[config.mk]
export PLATFORM = sky130hd
export DESIGN_NAME = infoframe_scheduler
export DESIGN_NICKNAME = d
export VERILOG_FILES = /design/src/rtl/infoframe_scheduler.sv
export SDC_FILE = /design/constraint.sdc
export NUM_CORES = 1
export LEC_CHECK = 0
export CAP_MARGIN = 30
export CELL_PAD_IN_SITES_DETAIL_PLACEMENT = 1
export CELL_PAD_IN_SITES_GLOBAL_PLACEMENT = 1
export CORE_AREA = 4 4 487 489
export DETAILED_ROUTE_END_ITERATION = 6
export DIE_AREA = 0 0 491 493
export MAX_ROUTING_LAYER = met4
export PLACE_DENSITY = 0.38
export SKIP_CTS_REPAIR_TIMING = 1
export SLEW_MARGIN = 20
export SYNTH_ARGS = -nofsm -noshare
export SYNTH_HDL_FRONTEND = slang
export SYNTH_SLANG_ARGS = --single-unit
[constraint.sdc]
create_clock -name clk_pixel -period 22.5 [get_ports clk_pixel]
set_clock_uncertainty 0.15 [all_clocks]
set_input_delay 4.5 -clock clk_pixel [delete_from_list [all_inputs] [get_ports clk_pixel]]
set_output_delay 4.5 -clock clk_pixel [all_outputs]
set_load 0.02 [all_outputs]
[src/rtl/infoframe_scheduler.sv]
// Round-robin InfoFrame scheduler: per-source pending bits, snapshot holding registers, valid/accept offer.
// Optional macro INFOFRAME_CHECKSUM_EN adds a SUM state that rewrites PB0 with the InfoFrame checksum.
module infoframe_scheduler #(
  parameter int unsigned NUM_SRC = 4
) (
  input  logic                         clk_pixel,
  input  logic                         reset,
  input  logic                         frame_start,
  input  logic [NUM_SRC-1:0]           src_enable,
  input  logic [NUM_SRC-1:0]           src_update,
  input  logic [NUM_SRC*24-1:0]        src_header,
  input  logic [NUM_SRC*224-1:0]       src_sub,
  output logic                         packet_valid,
  input  logic                         packet_accept,
  output logic [23:0]                  header,
  output logic [3:0][55:0]             sub,
  output logic [$clog2(NUM_SRC)-1:0]   grant_id,
  output logic [7:0]                   overrun_count
);

  localparam int unsigned GW = $clog2(NUM_SRC);

  typedef enum logic [1:0] {S_IDLE, S_LOAD, S_SUM, S_OFFER} state_t;

  state_t             state_q, state_d;
  logic [NUM_SRC-1:0] pending_q, pending_d;
  logic [GW-1:0]      grant_q, grant_d;
  logic [GW-1:0]      last_q, last_d;
  logic [23:0]        hdr_q, hdr_d;
  logic [3:0][55:0]   sub_q, sub_d;
  logic               valid_q, valid_d;
  logic [7:0]         ovr_q, ovr_d;

  logic               found;
  logic [GW-1:0]      pick;
  int unsigned        idx;

`ifdef INFOFRAME_CHECKSUM_EN
  logic [7:0]         csum;
  logic [223:0]       sub_flat;
  assign sub_flat = sub_q;
`endif

  // First pending source searching upward from last_grant+1, wrapping.
  always_comb begin
    found = 1'b0;
    pick  = '0;
    idx   = 0;
    for (int unsigned k = 1; k <= NUM_SRC; k++) begin
      idx = (32'(last_q) + k) % NUM_SRC;
      if (!found && pending_q[GW'(idx)]) begin
        found = 1'b1;
        pick  = GW'(idx);
      end
    end
  end

  always_comb begin
    state_d   = state_q;
    pending_d = pending_q;
    grant_d   = grant_q;
    last_d    = last_q;
    hdr_d     = hdr_q;
    sub_d     = sub_q;
    ovr_d     = ovr_q;
`ifdef INFOFRAME_CHECKSUM_EN
    csum      = '0;
`endif

    case (state_q)
      S_IDLE: begin
        if (found) begin
          grant_d = pick;
          state_d = S_LOAD;
        end
      end
      S_LOAD: begin
        for (int i = 0; i < int'(NUM_SRC); i++) begin
          if (grant_q == GW'(i)) begin
            hdr_d = src_header[i*24 +: 24];
            sub_d = src_sub[i*224 +: 224];
          end
        end
`ifdef INFOFRAME_CHECKSUM_EN
        state_d = S_SUM;
`else
        state_d = S_OFFER;
`endif
      end
      S_SUM: begin
`ifdef INFOFRAME_CHECKSUM_EN
        // PB j sits at flat byte j, so PB1..PB27 are bytes 1..27.
        csum = hdr_q[7:0] + hdr_q[15:8] + hdr_q[23:16];
        for (int j = 1; j < 28; j++) csum = csum + sub_flat[j*8 +: 8];
        sub_d[0][7:0] = 8'h00 - csum;
        state_d = S_OFFER;
`else
        state_d = S_IDLE;
`endif
      end
      S_OFFER: begin
        if (packet_accept) begin
          pending_d[grant_q] = 1'b0;
          last_d             = grant_q;
          state_d            = S_IDLE;
        end
      end
      default: state_d = S_IDLE;
    endcase

    // Disabled sources drop their request unless already in flight; sets are applied last so they win.
    for (int i = 0; i < int'(NUM_SRC); i++) begin
      if (!src_enable[i] && !(state_q != S_IDLE && grant_q == GW'(i))) pending_d[i] = 1'b0;
      if (src_enable[i] && (frame_start || src_update[i])) pending_d[i] = 1'b1;
    end

    if (frame_start && (|(pending_q & src_enable)) && (ovr_q != 8'hFF)) ovr_d = ovr_q + 8'd1;

    valid_d = (state_d == S_OFFER);
  end

  always_ff @(posedge clk_pixel or posedge reset) begin
    if (reset) begin
      state_q   <= S_IDLE;
      pending_q <= '0;
      grant_q   <= '0;
      last_q    <= GW'(NUM_SRC - 1);
      hdr_q     <= '0;
      sub_q     <= '0;
      valid_q   <= 1'b0;
      ovr_q     <= '0;
    end else begin
      state_q   <= state_d;
      pending_q <= pending_d;
      grant_q   <= grant_d;
      last_q    <= last_d;
      hdr_q     <= hdr_d;
      sub_q     <= sub_d;
      valid_q   <= valid_d;
      ovr_q     <= ovr_d;
    end
  end

  assign packet_valid  = valid_q;
  assign header        = hdr_q;
  assign sub           = sub_q;
  assign grant_id      = grant_q;
  assign overrun_count = ovr_q;

endmodule

Word-level counts from Yosys, hierarchy flattened --
Cells that the tools add are included.
Storage, ports and cells: register bits 267
Operators by class: reduce and logical (&&, ||, !) cells 53, magnitude comparators 6, add/sub/neg operators 5, equal/unequal tests 8, bitwise logic cells 3, multiplexer cells 39
Operator list (count):
- 2-to-1 mux 224 bit | 4
- 2-to-1 mux 24 bit | 4
- nonzero test 3 bit | 8
- logical AND 1 bit | 18
- 2-to-1 mux 1 bit | 17
- < comparator 2 x 3 -> 1 bit (second input constant) | 5
- AND reduction 2 bit | 7
- 2-to-1 mux 2 bit | 6
- logical NOT 1 bit | 11
- == test 2 bit (second input constant) | 5
- adder 8 x 1 -> 8 bit (second input constant) | 1
- AND 4 bit | 2
- binary-select mux 1 bit (select 2 bit) | 4
- 2-to-1 mux 4 bit | 2
- inequality test 8 bit (second input constant) | 1
- case mux 2 bit (4 select lines) | 1
- adder 2 x 1 -> 2 bit (second input constant) | 2
- adder 2 bit (second input constant) | 2
- == test 2 x 1 -> 1 bit (second input constant) | 2
- logical NOT 2 bit | 2
- logical OR 1 bit | 4
- NOT 4 bit | 1
- nonzero test 4 bit | 1
- OR reduction 4 bit | 1
- other kinds (3) | 3

Depth between registers and ports, before layout --
Gate-level depths: netlist (run 1).
word-level depth 16, mapped depth 6

Least setup slack after synthesis (run 1) --
Ideal clock, no wire load.
path kind input port to flip-flop, start in src_enable[0], end reg ovr_q[1] (netlist: overrun_count[1]), buffers on the path 0, arrival 5352 ps, stages on the path 4, slack 16873 ps, setup time 125 ps, data required time 22225 ps, cells stage by stage a22o_1 > o21ai_2 > nor2_1 > mux2_2
On the way: longest elaborated chain between the ends 4
Ends and longest elaborated chain:
- from (decl) | line 9 | input logic [NUM_SRC-1:0] src_enable,
- AND 4 bit | line 117 | if (frame_start && (|(pending_q & src_enable)) && (ovr_q != 8'hFF)) ovr_d = ovr_q + 8'd1;
- OR reduction 4 bit | line 117
- logical AND 1 bit (2 in series) | line 117
- to (signal assigned) | line 140 | ovr_q <= ovr_d;
- to (decl) | line 32 | logic [7:0] ovr_q, ovr_d;
Every way passes these cells. A chain may end at the register's enable or synchronous reset.

Final worst setup path (run 1) --
start reg grant_q[0] (netlist: grant_id[0]), end out grant_id[0]
RTL lines:
- from (decl) | line 27 | logic [GW-1:0] grant_q, grant_d;
- from (signal assigned) | line 135 | grant_q <= grant_d;
- to (decl) | line 17 | output logic [$clog2(NUM_SRC)-1:0] grant_id,
No word-level cell between the ends.

==> flow_summary.ini, run 1 <==
[clock_network]
htreeDepth = 2
cts_buffer_depth = 3
cts.sinks = 267
clk_pin_slew_ns = 0.05
cts_root_buf = clkbuf_16
numCtsBuffers = 45
clock_latency_ns = 0.61
cts_tree = built

[critical_path]
crit_path_cell_trace = clkdlybuf4s50_1
cp.depth = 1
start_kind = flop
cpPeakStageDelay_ns = 0.83
cp-end-kind = output pin
required_ns = 17.85
arrival_ns = 2.15
ff2ff_setup_slack_ns = 18.36
critical-path-top-delay-family = buffers and inverters
critPathKind = flop to output pin
r2r-start = grant_id[0]$_DFFE_PP0P_
startpoint = grant_id[0]$_DFFE_PP0P_
cp_slowest_cell = clkdlybuf4s50_1
r2r-end = sub[141]$_DFFE_PP0P_
ff2ff_path_depth = 5
path_buf_inv = 1
critPathMaxFanout = 17
crit_end = grant_id[0]

[cells_and_area]
instances_no_fill = 5328
layout-drive-gt1-share_pct = 27.2
layout.nets = 3177
regArea_sq_mm = 0.00669
syn_to_final_growth_pct = 111
multi_input_area_sq_mm = 0.00886
final_cell_area_sq_mm = 0.0340
fill_cells = 26400

[yosys]
synth_simple_gate_area_share_pct = 0.949
synth_top_family_by_area = multiplexers
synth_edf_count = 0
ys_async_sr_fraction_pct = 100
yosys.area.top_type_share_pct = 41.2
synth_nets = 1932
yosys_warnings = 0
synth_compound_area_share_pct = 1.44
syn_area_sq_mm = 0.0161
syn_area_per_cell_sq_um = 17.3
yosysSeqAreaShare_pct = 41.6
synth.area.top_cells = dfrtp_1 41%, mux4_2 35%, mux2_2 18%, buf_6 1.4%, buf_2 1.2%
muxShareOfSynthArea_pct = 52.3
synth_flop_cell = dfrtp_1
synth_adder_area_share_pct = 0.0778
ys_types = 37
synth_seq_cells = 267
synth_cells = 927
synth_xor_area_share_pct = 0.272
yosysTopAreaCell = dfrtp_1

[floorplanning]
start_util_pct = 6.92
fp.dieW_um = 491
die_area_sq_mm = 0.242
rows = 177
die_y_um = 493
ios = 1263
core_area_sq_mm = 0.232

[placement]
dp_cells = 5168
port_buffers = 1262
placed_cell_area_sq_mm = 0.0322
gp_congestion = 0.917
hpwl_um = 154000

[route]
routedWlPerCell_um = 33.0
ant_nets = 0
drt-total-wl_um = 176000
drt_iter0_markers = 948
via_per_inst = 2.98
drcViolationCount = 0
via_count = 15900
first_pass_iters = 5

[hold_path]
hp-class = flop to flop

[sta]
worst_pin_slew_ns = 1.09
finalCritPeriodShare_pct = 30.2
fin_setup_tns_ns = 0
fmax_ghz = 0.147
finalHoldViolations = 0
drv_slew = 0
setup-violations-final = 0
rsz0062_at_grt = false
slew-limit-headroom_pct = 27.1
period_needed_ns = 6.80

[job]
cap_viol_max_count = 0

[pwr]
power.density_mw_per_mm2 = 127
p_leak_uw = 0.0117
ir_drop_mv = 0.0887

[status]
status = completed

[global_routing]
grt_pass1_wl_um = 215000
grt_max_degree = 110
grt_overflow_total = 0
antenna_found_initial = 171
grt_pass1_vias = 17400
grt.total_usage_pct = 14.4
## registers in the layout, summed over array words and instances (netlist names)
| name | flops |
|---|---|
| grant_id | 2 |
| header | 24 |
| last_q | 2 |
| overrun_count | 8 |
| packet_valid | 1 |
| pending_q | 4 |
| state_q | 2 |
| sub | 224 |
## through the flow
| step | setup slack (ns) | utilization (%) | hold slack [ns] | power [uW] |
|---|---|---|---|---|
| finish | 15.70 | 14.6 | 0.355 | 4330 |
| global route | 15.50 | 14.6 | 0.366 | 4590 |
| CTS | 15.49 | 14.5 | 0.359 | 4500 |
| detailed placement | 14.99 | 13.9 | 0.345 | 3690 |
| global placement | 14.98 | 13.9 | 0.340 | 3690 |
| floorplan | 10.50 | - | 0.334 | 2240 |
## layout by cell type (no fill, tap or decap), types with 6 or more instances in the layout
cell type        count
clkbuf_1             7
clkbuf_16           47
o21ai_0             12
dfrtp_1            263
buf_4               17
diode_2             79
mux4_2             248
clkinv_2             9
nor2_1               6
clkdlybuf4s50_1   1262
clkbuf_8             9
mux2_2             250
## worst min path at each step
| stage | start | to | slack [ns] | cells after the start |
|---|---|---|---|---|
| after global routing | sub[209]$_DFFE_PP0P_ | sub[209]$_DFFE_PP0P_ | 0.37 | 1 |
| after CTS | sub[193]$_DFFE_PP0P_ | sub[193]$_DFFE_PP0P_ | 0.36 | 1 |
| final | sub[102]$_DFFE_PP0P_ | sub[102]$_DFFE_PP0P_ | 0.35 | 1 |
| after detailed placement | sub[193]$_DFFE_PP0P_ | sub[193]$_DFFE_PP0P_ | 0.35 | 1 |
| after global placement | sub[22]$_DFFE_PP0P_ | sub[22]$_DFFE_PP0P_ | 0.34 | 1 |
| after floorplan | state_q[1]$_DFF_PP0_ | packet_valid$_DFF_PP0_ | 0.33 | 1 |
## final cells by class
| cell class | instances | share of cell area (%) |
|---|---|---|
| Multi-Input combinational cell | 569 | 26.1 |
| Tap cell | 3043 | 11.2 |
| Clock buffer | 63 | 3.90 |
| Timing Repair Buffer | 1283 | 37.8 |
| Sequential cell | 267 | 19.7 |
| Inverter | 6 | 0.0884 |
| Clock inverter | 18 | 0.608 |
| Antenna cell | 79 | 0.582 |
## metal layers
metal,global-route usage (%),vias to the layer above,share of wire (%)
met3,7.98,140,12
met2,23.3,1058,47
met4,1.78,0,1.4
met5,-,-,0
li1,-,6449,-
met1,16.0,8218,40
## synthesized netlist by cell type (2+ instances only)
| cell type | count |
|---|---|
| clkbuf_1 | 15 |
| nor2_1 | 6 |
| nor3_1 | 2 |
| inv_1 | 6 |
| mux2_2 | 250 |
| o21ai_0 | 12 |
| dfstp_2 | 2 |
| buf_1 | 10 |
| nand3_1 | 4 |
| o31ai_1 | 4 |
| nand2_1 | 5 |
| mux4_2 | 248 |
| a21o_1 | 2 |
| xor2_1 | 5 |
| nor4_1 | 2 |
| a22o_1 | 3 |
| a21boi_0 | 2 |
| dfrtp_1 | 265 |
| nand2b_1 | 4 |
| buf_6 | 20 |
| buf_2 | 40 |
| a31oi_1 | 5 |
## power by group
| group | internal, uW | switching [uW] | leakage (uW) |
|---|---|---|---|
| Combinational | 1270 | 1380 | 0.00781 |
| Sequential | 739 | 188 | 0.00311 |
| Clock | 455 | 296 | 0.000758 |
## kinds of logic after synthesis
group                      Yosys count
AOI/OAI and AO/OA                   35
xor gates and xnor gates             5
adders and majority gates            1
buffers and inverters               91
DFF                                267
muxes                              499
and+or+nand+nor                     29
No activity file was read; power rests on OpenSTA's default activity.
==> run 2, diff against run 1 <==
--- a/config.mk
+++ b/config.mk
@@ -8,11 +8,11 @@
 export CAP_MARGIN = 30
 export CELL_PAD_IN_SITES_DETAIL_PLACEMENT = 1
 export CELL_PAD_IN_SITES_GLOBAL_PLACEMENT = 1
-export CORE_AREA = 4 4 487 489
+export CORE_AREA = 4 4 483 485
 export DETAILED_ROUTE_END_ITERATION = 6
-export DIE_AREA = 0 0 491 493
+export DIE_AREA = 0 0 487 489
 export MAX_ROUTING_LAYER = met4
-export PLACE_DENSITY = 0.38
+export PLACE_DENSITY = 0.39
 export SKIP_CTS_REPAIR_TIMING = 1
 export SLEW_MARGIN = 20
 export SYNTH_ARGS = -nofsm -noshare
==> constraint.sdc (replaced) <==
create_clock -name clk_pixel -period 6.2 [get_ports clk_pixel]
set_clock_uncertainty 0.15 [all_clocks]
set_input_delay 1.24 -clock clk_pixel [delete_from_list [all_inputs] [get_ports clk_pixel]]
set_output_delay 1.24 -clock clk_pixel [all_outputs]
set_load 0.02 [all_outputs]
==> run 2 against run 1 <==
Compared with the run above: sequential power increased to 3.7 times the previous value; cell area barely moved; count of clock-buffer cells in the layout shrank 2; critical path depth unchanged; critical path type unchanged; sequential share of layout area barely moved; register-to-register slack worse by 15 ns; largest cell class unchanged.
==> flow_summary.ini, run 2 (synthesis results as in run 1) <==
[status]
status = completed

[critical_path]
cp_slowest_cell = dfrtp_4
start_kind = flop
r2r-start = grant_id[0]$_DFFE_PP0P_
startpoint = grant_id[0]$_DFFE_PP0P_
crit_path_cell_trace = clkdlybuf4s50_1
critical-path-top-delay-family = flip-flops
arrival_ns = 2.24
critPathMaxFanout = 28
cpPeakStageDelay_ns = 0.85
cp-end-kind = output pin
path_buf_inv = 1
required_ns = 4.81
critPathKind = flop to output pin

[floorplanning]
fp.dieW_um = 487
start_util_pct = 7.01
die_area_sq_mm = 0.238
core_area_sq_mm = 0.229
ios = 1263
rows = 176
die_y_um = 489

[sta]
finalCritPeriodShare_pct = 58.5
slew-limit-headroom_pct = 26.7
drv_slew = 0
finalHoldViolations = 0
period_needed_ns = 3.63
fmax_ghz = 0.276
rsz0062_at_grt = false
fin_setup_tns_ns = 0
worst_pin_slew_ns = 1.10
setup_slack_ns = 2.57
setup-violations-final = 0

[route]
drcViolationCount = 0
drt-total-wl_um = 178000
ant_nets = 0
drt_iter0_markers = 784
via_per_inst = 3.01
first_pass_iters = 4
routedWlPerCell_um = 33.4
via_count = 16000

[global_routing]
grt.total_usage_pct = 14.7
grt_pass1_vias = 17500
grt_overflow_total = 0
grt_pass1_wl_um = 217000
antenna_found_initial = 181
grt_max_degree = 96

[cells_and_area]
largest_reg_flops = 224
instances_no_fill = 5315
syn_to_final_growth_pct = 111
layout.nets = 3174
final_cell_mix = 1262 x clkdlybuf4s50_1, 263 x dfrtp_1, 250 x mux2_2
multi_input_area_sq_mm = 0.00886
fill_cells = 26100
regArea_sq_mm = 0.00669
layout-drive-gt1-share_pct = 27.1
mostFrequentLayoutCell = clkdlybuf4s50_1

[clock_network]
cts_buffer_depth = 3
cts.sinks = 267
cts_tree = built
cts_root_buf = clkbuf_16
clk_pin_slew_ns = 0.06
htreeDepth = 2
numCtsBuffers = 44
clock_latency_ns = 0.62

[pwr]
ir_drop_mv = 0.299
power.density_mw_per_mm2 = 457
p_leak_uw = 0.0117

[placement]
port_buffers = 1262
dpl_worst_slack_ns = 3.02
hpwl_um = 154000
dp_cells = 5149
gp_congestion = 0.849

[job]
cap_viol_max_count = 0

[hold_path]
worstHoldStart = sub[103]$_DFFE_PP0P_
hp-class = flop to flop
[run 2: final timing paths]
| kind | cells after the start | to | slack [ns] |
|---|---|---|---|
| hold reg to reg | 1 | sub[103]$_DFFE_PP0P_ | 0.36 |
| max in group asynchronous | 3 | grant_id[1]$_DFFE_PP0P_ | 3.92 |
| hold / removal | 1 | sub[103]$_DFFE_PP0P_ | 0.36 |
| setup reg to reg | 4 | header[2]$_DFFE_PP0P_ | 3.19 |
| min in group asynchronous | 2 | sub[65]$_DFFE_PP0P_ | 0.85 |
| setup / recovery | 1 | grant_id[0] | 2.57 |
[run 2: power by group]
| part | internal [uW] | switching (uW) |
|---|---|---|
| logic | 4610 | 4730 |
| clock network | 1610 | 1120 |
| registers | 2680 | 766 |
| total | 8910 | 6620 |
[run 2: worst reg2reg max path, stage by stage, from the launching register on]
cell,delay (ns)
dfrtp_4,0.85
buf_12,0.35
buf_4,0.64
mux4_2,0.62
mux2_2,0.28
[run 2: metal layers]
metal | wire length [um] | vias up | global-route usage (%)
met2 | 79000 | 1101 | 22.6
met3 | 21600 | 182 | 7.50
met5 | 0 | - | -
met1 | 74000 | 8268 | 17.6
met4 | 2880 | 0 | 2.18
li1 | - | 6465 | -
[run 2: area by class of cell]
type	count	share of cell area, %
Antenna cell	87	0.641
Clock buffer	61	3.79
Clock inverter	18	0.641
Inverter	6	0.0773
Multi-Input combinational cell	569	26.1
Sequential cell	267	19.7
Tap cell	3026	11.1
Timing Repair Buffer	1281	38.0
[run 2: through the flow]
| step | util, % | hold slack [ns] | instance area (sq um) | power [uW] |
|---|---|---|---|---|
| floorplan | - | 0.334 | 16100 | 8120 |
| global placement | 14.1 | 0.339 | 32300 | 13100 |
| detailed placement | 14.1 | 0.345 | 32300 | 13100 |
| CTS | 14.7 | 0.361 | 33800 | 16100 |
| global route | 14.8 | 0.368 | 34000 | 16400 |
| finish | 14.8 | 0.358 | 34000 | 15500 |
==> run 3, diff against run 2 <==
==> constraint.sdc (replaced) <==
create_clock -name clk_pixel -period 3 [get_ports clk_pixel]
set_clock_uncertainty 0.15 [all_clocks]
set_input_delay 0.6 -clock clk_pixel [delete_from_list [all_inputs] [get_ports clk_pixel]]
set_output_delay 0.6 -clock clk_pixel [all_outputs]
set_load 0.02 [all_outputs]
==> run 3 against run 2 <==
Compared with the run above: clock power up 120%; combinational power grew 110%; sequential power grew 100%; die area did not move; final cell count grew 0.34%; non-clock buffer count grew 31; largest cell class unchanged.
==> flow_summary.ini, run 3 (synthesis results as in run 1) <==
[status]
status = completed

[clock_network]
numCtsBuffers = 46
clk_pin_slew_ns = 0.06
cts.sinks = 267
cts_root_buf = clkbuf_16
cts_tree = built
cts_buffer_depth = 3
clock_latency_ns = 0.65
htreeDepth = 2

[route]
ant_nets = 0
routedWlPerCell_um = 33.5
first_pass_iters = 5
wl_met2_um = 78900
drt-total-wl_um = 178000
highest_layer = met4
drcViolationCount = 0
wl_met3_um = 21100
met1_length_um = 75600
via_per_inst = 3.04
via_count = 16200
drt_iter0_markers = 807

[sta]
finalCritPeriodShare_pct = 94.6
fmax_ghz = 0.352
period_needed_ns = 2.84
rsz0062_at_grt = false
slew-limit-headroom_pct = 48.1
fin_setup_tns_ns = 0
worst_pin_slew_ns = 0.776
finalHoldViolations = 0
drv_slew = 0
setup-violations-final = 0
hold_slack_ns = 0.248

[floorplanning]
core_area_sq_mm = 0.229
die_area_sq_mm = 0.238
ios = 1263
start_util_pct = 7.01
fp.dieW_um = 487
die_y_um = 489
rows = 176

[pwr]
p_comb_share_pct = 60.6
p_clk_share_pct = 18.1
power.density_mw_per_mm2 = 952
ir_drop_mv = 0.344
swShare_pct = 41.9
p_int_uw = 19000
seqPwrFrac_pct = 21.4
switchingPower_uw = 13700
p_leak_uw = 0.0119

[hold_path]
hp-class = input pin to asynchronous set/reset pin

[job]
cap_viol_max_count = 0

[critical_path]
r2r-end = sub[89]$_DFFE_PP0P_
cpPeakStageDelay_ns = 0.66
crit_path_cell_trace = buf_12 -> clkdlybuf4s50_1
path_buf_inv = 2
critical-path-top-delay-family = buffers and inverters
start_kind = flop
critPathMaxFanout = 11
arrival_ns = 2.09
ff2ff_path_depth = 4
cp-end-kind = output pin
r2r-start = grant_id[0]$_DFFE_PP0P_
cp_slowest_cell = clkdlybuf4s50_1
ff2ff_setup_slack_ns = 0.68
critPathKind = flop to output pin
startpoint = grant_id[0]$_DFFE_PP0P_
required_ns = 2.25

[cells_and_area]
syn_to_final_growth_pct = 114
layout-drive-gt1-share_pct = 28.7
largest_reg_flops = 224
mostFrequentLayoutCell = clkdlybuf4s50_1
final_cell_mix = 1249 x clkdlybuf4s50_1, 263 x dfrtp_1, 250 x mux2_2
layout.nets = 3207

[global_routing]
grt_pass1_vias = 17700
grt.total_usage_pct = 14.9
grt_max_degree = 80
grt_overflow_total = 0
grt_pass1_wl_um = 219000
antenna_found_initial = 183

[placement]
gp_congestion = 0.844
hpwl_um = 156000
port_buffers = 1262
## run 3: cell count changes in the layout (fill, tap and decap cells not counted)
cell and change:
clkinv_4 -2, a21boi_1 -1, clkbuf_1 +4, clkdlybuf4s50_1 -13, bufinv_16 +2, clkinv_2 -3, diode_2 -17, clkbuf_8 +3
a21boi_0 +1, buf_12 +17, buf_4 +27
## run 3: tightest hold or removal path, cell delays in order
cell and delay, ns:
clkdlybuf4s50_1 0.44, clkinvlp_4 0.13, buf_12 0.23
## run 3: metal layers
| metal | vias to the layer above | GRT usage, % |
|---|---|---|
| li1 | 6508 | - |
| met1 | 8378 | 18.0 |
| met2 | 1109 | 22.5 |
| met3 | 193 | 7.45 |
| met4 | 0 | 2.36 |
| met5 | - | - |
## run 3: per-stage QoR
| step | utilization (%) | power, uW | instance area (sq um) | std cells | setup WS (ns) |
|---|---|---|---|---|---|
| finish | 15.0 | 32800 | 34400 | 5333 | 0.163 |
| CTS | 14.9 | 34000 | 34200 | 5257 | -0.161 |
| global placement | 14.2 | 27500 | 32600 | 5174 | 0.547 |
| floorplan | - | 16800 | 16100 | 927 | -1.27 |
| detailed placement | 14.2 | 27500 | 32600 | 5174 | 0.580 |
| global route | 15.0 | 34800 | 34400 | 5327 | 0.0549 |
## run 3: final cells by class
type | instances | area (sq um)
fill | 26100 | 195000
timing repair buffer | 1312 | 13300
multi-input combinational | 569 | 8860
sequential | 267 | 6690
tap | 3026 | 3790
clock buffer | 68 | 1340
clock inverter | 15 | 245
antenna | 70 | 175
inverter | 6 | 26.3
## run 3: worst max path at each step
stage               cells past startpoint  slack [ns]                            to
global placement                        5        0.55  overrun_count[1]$_DFFE_PP0P_
floorplan                               1       -1.27       grant_id[0]$_DFFE_PP0P_
finish                                  2        0.16                   grant_id[0]
detailed placement                      5        0.58  overrun_count[1]$_DFFE_PP0P_
CTS                                     2       -0.16                   grant_id[0]
global route                            2        0.05                   grant_id[0]
## run 3: power groups by stage
| stage | Combinational [uW] | Clock [uW] | Sequential [uW] |
|---|---|---|---|
| after floorplan | 8070 | 0 | 8710 |
| after global placement | 20400 | 0 | 7100 |
| after detailed placement | 20400 | 0 | 7100 |
| after CTS | 20500 | 6380 | 7100 |
| after global routing | 21100 | 6420 | 7290 |
| final | 19900 | 5920 | 7000 |
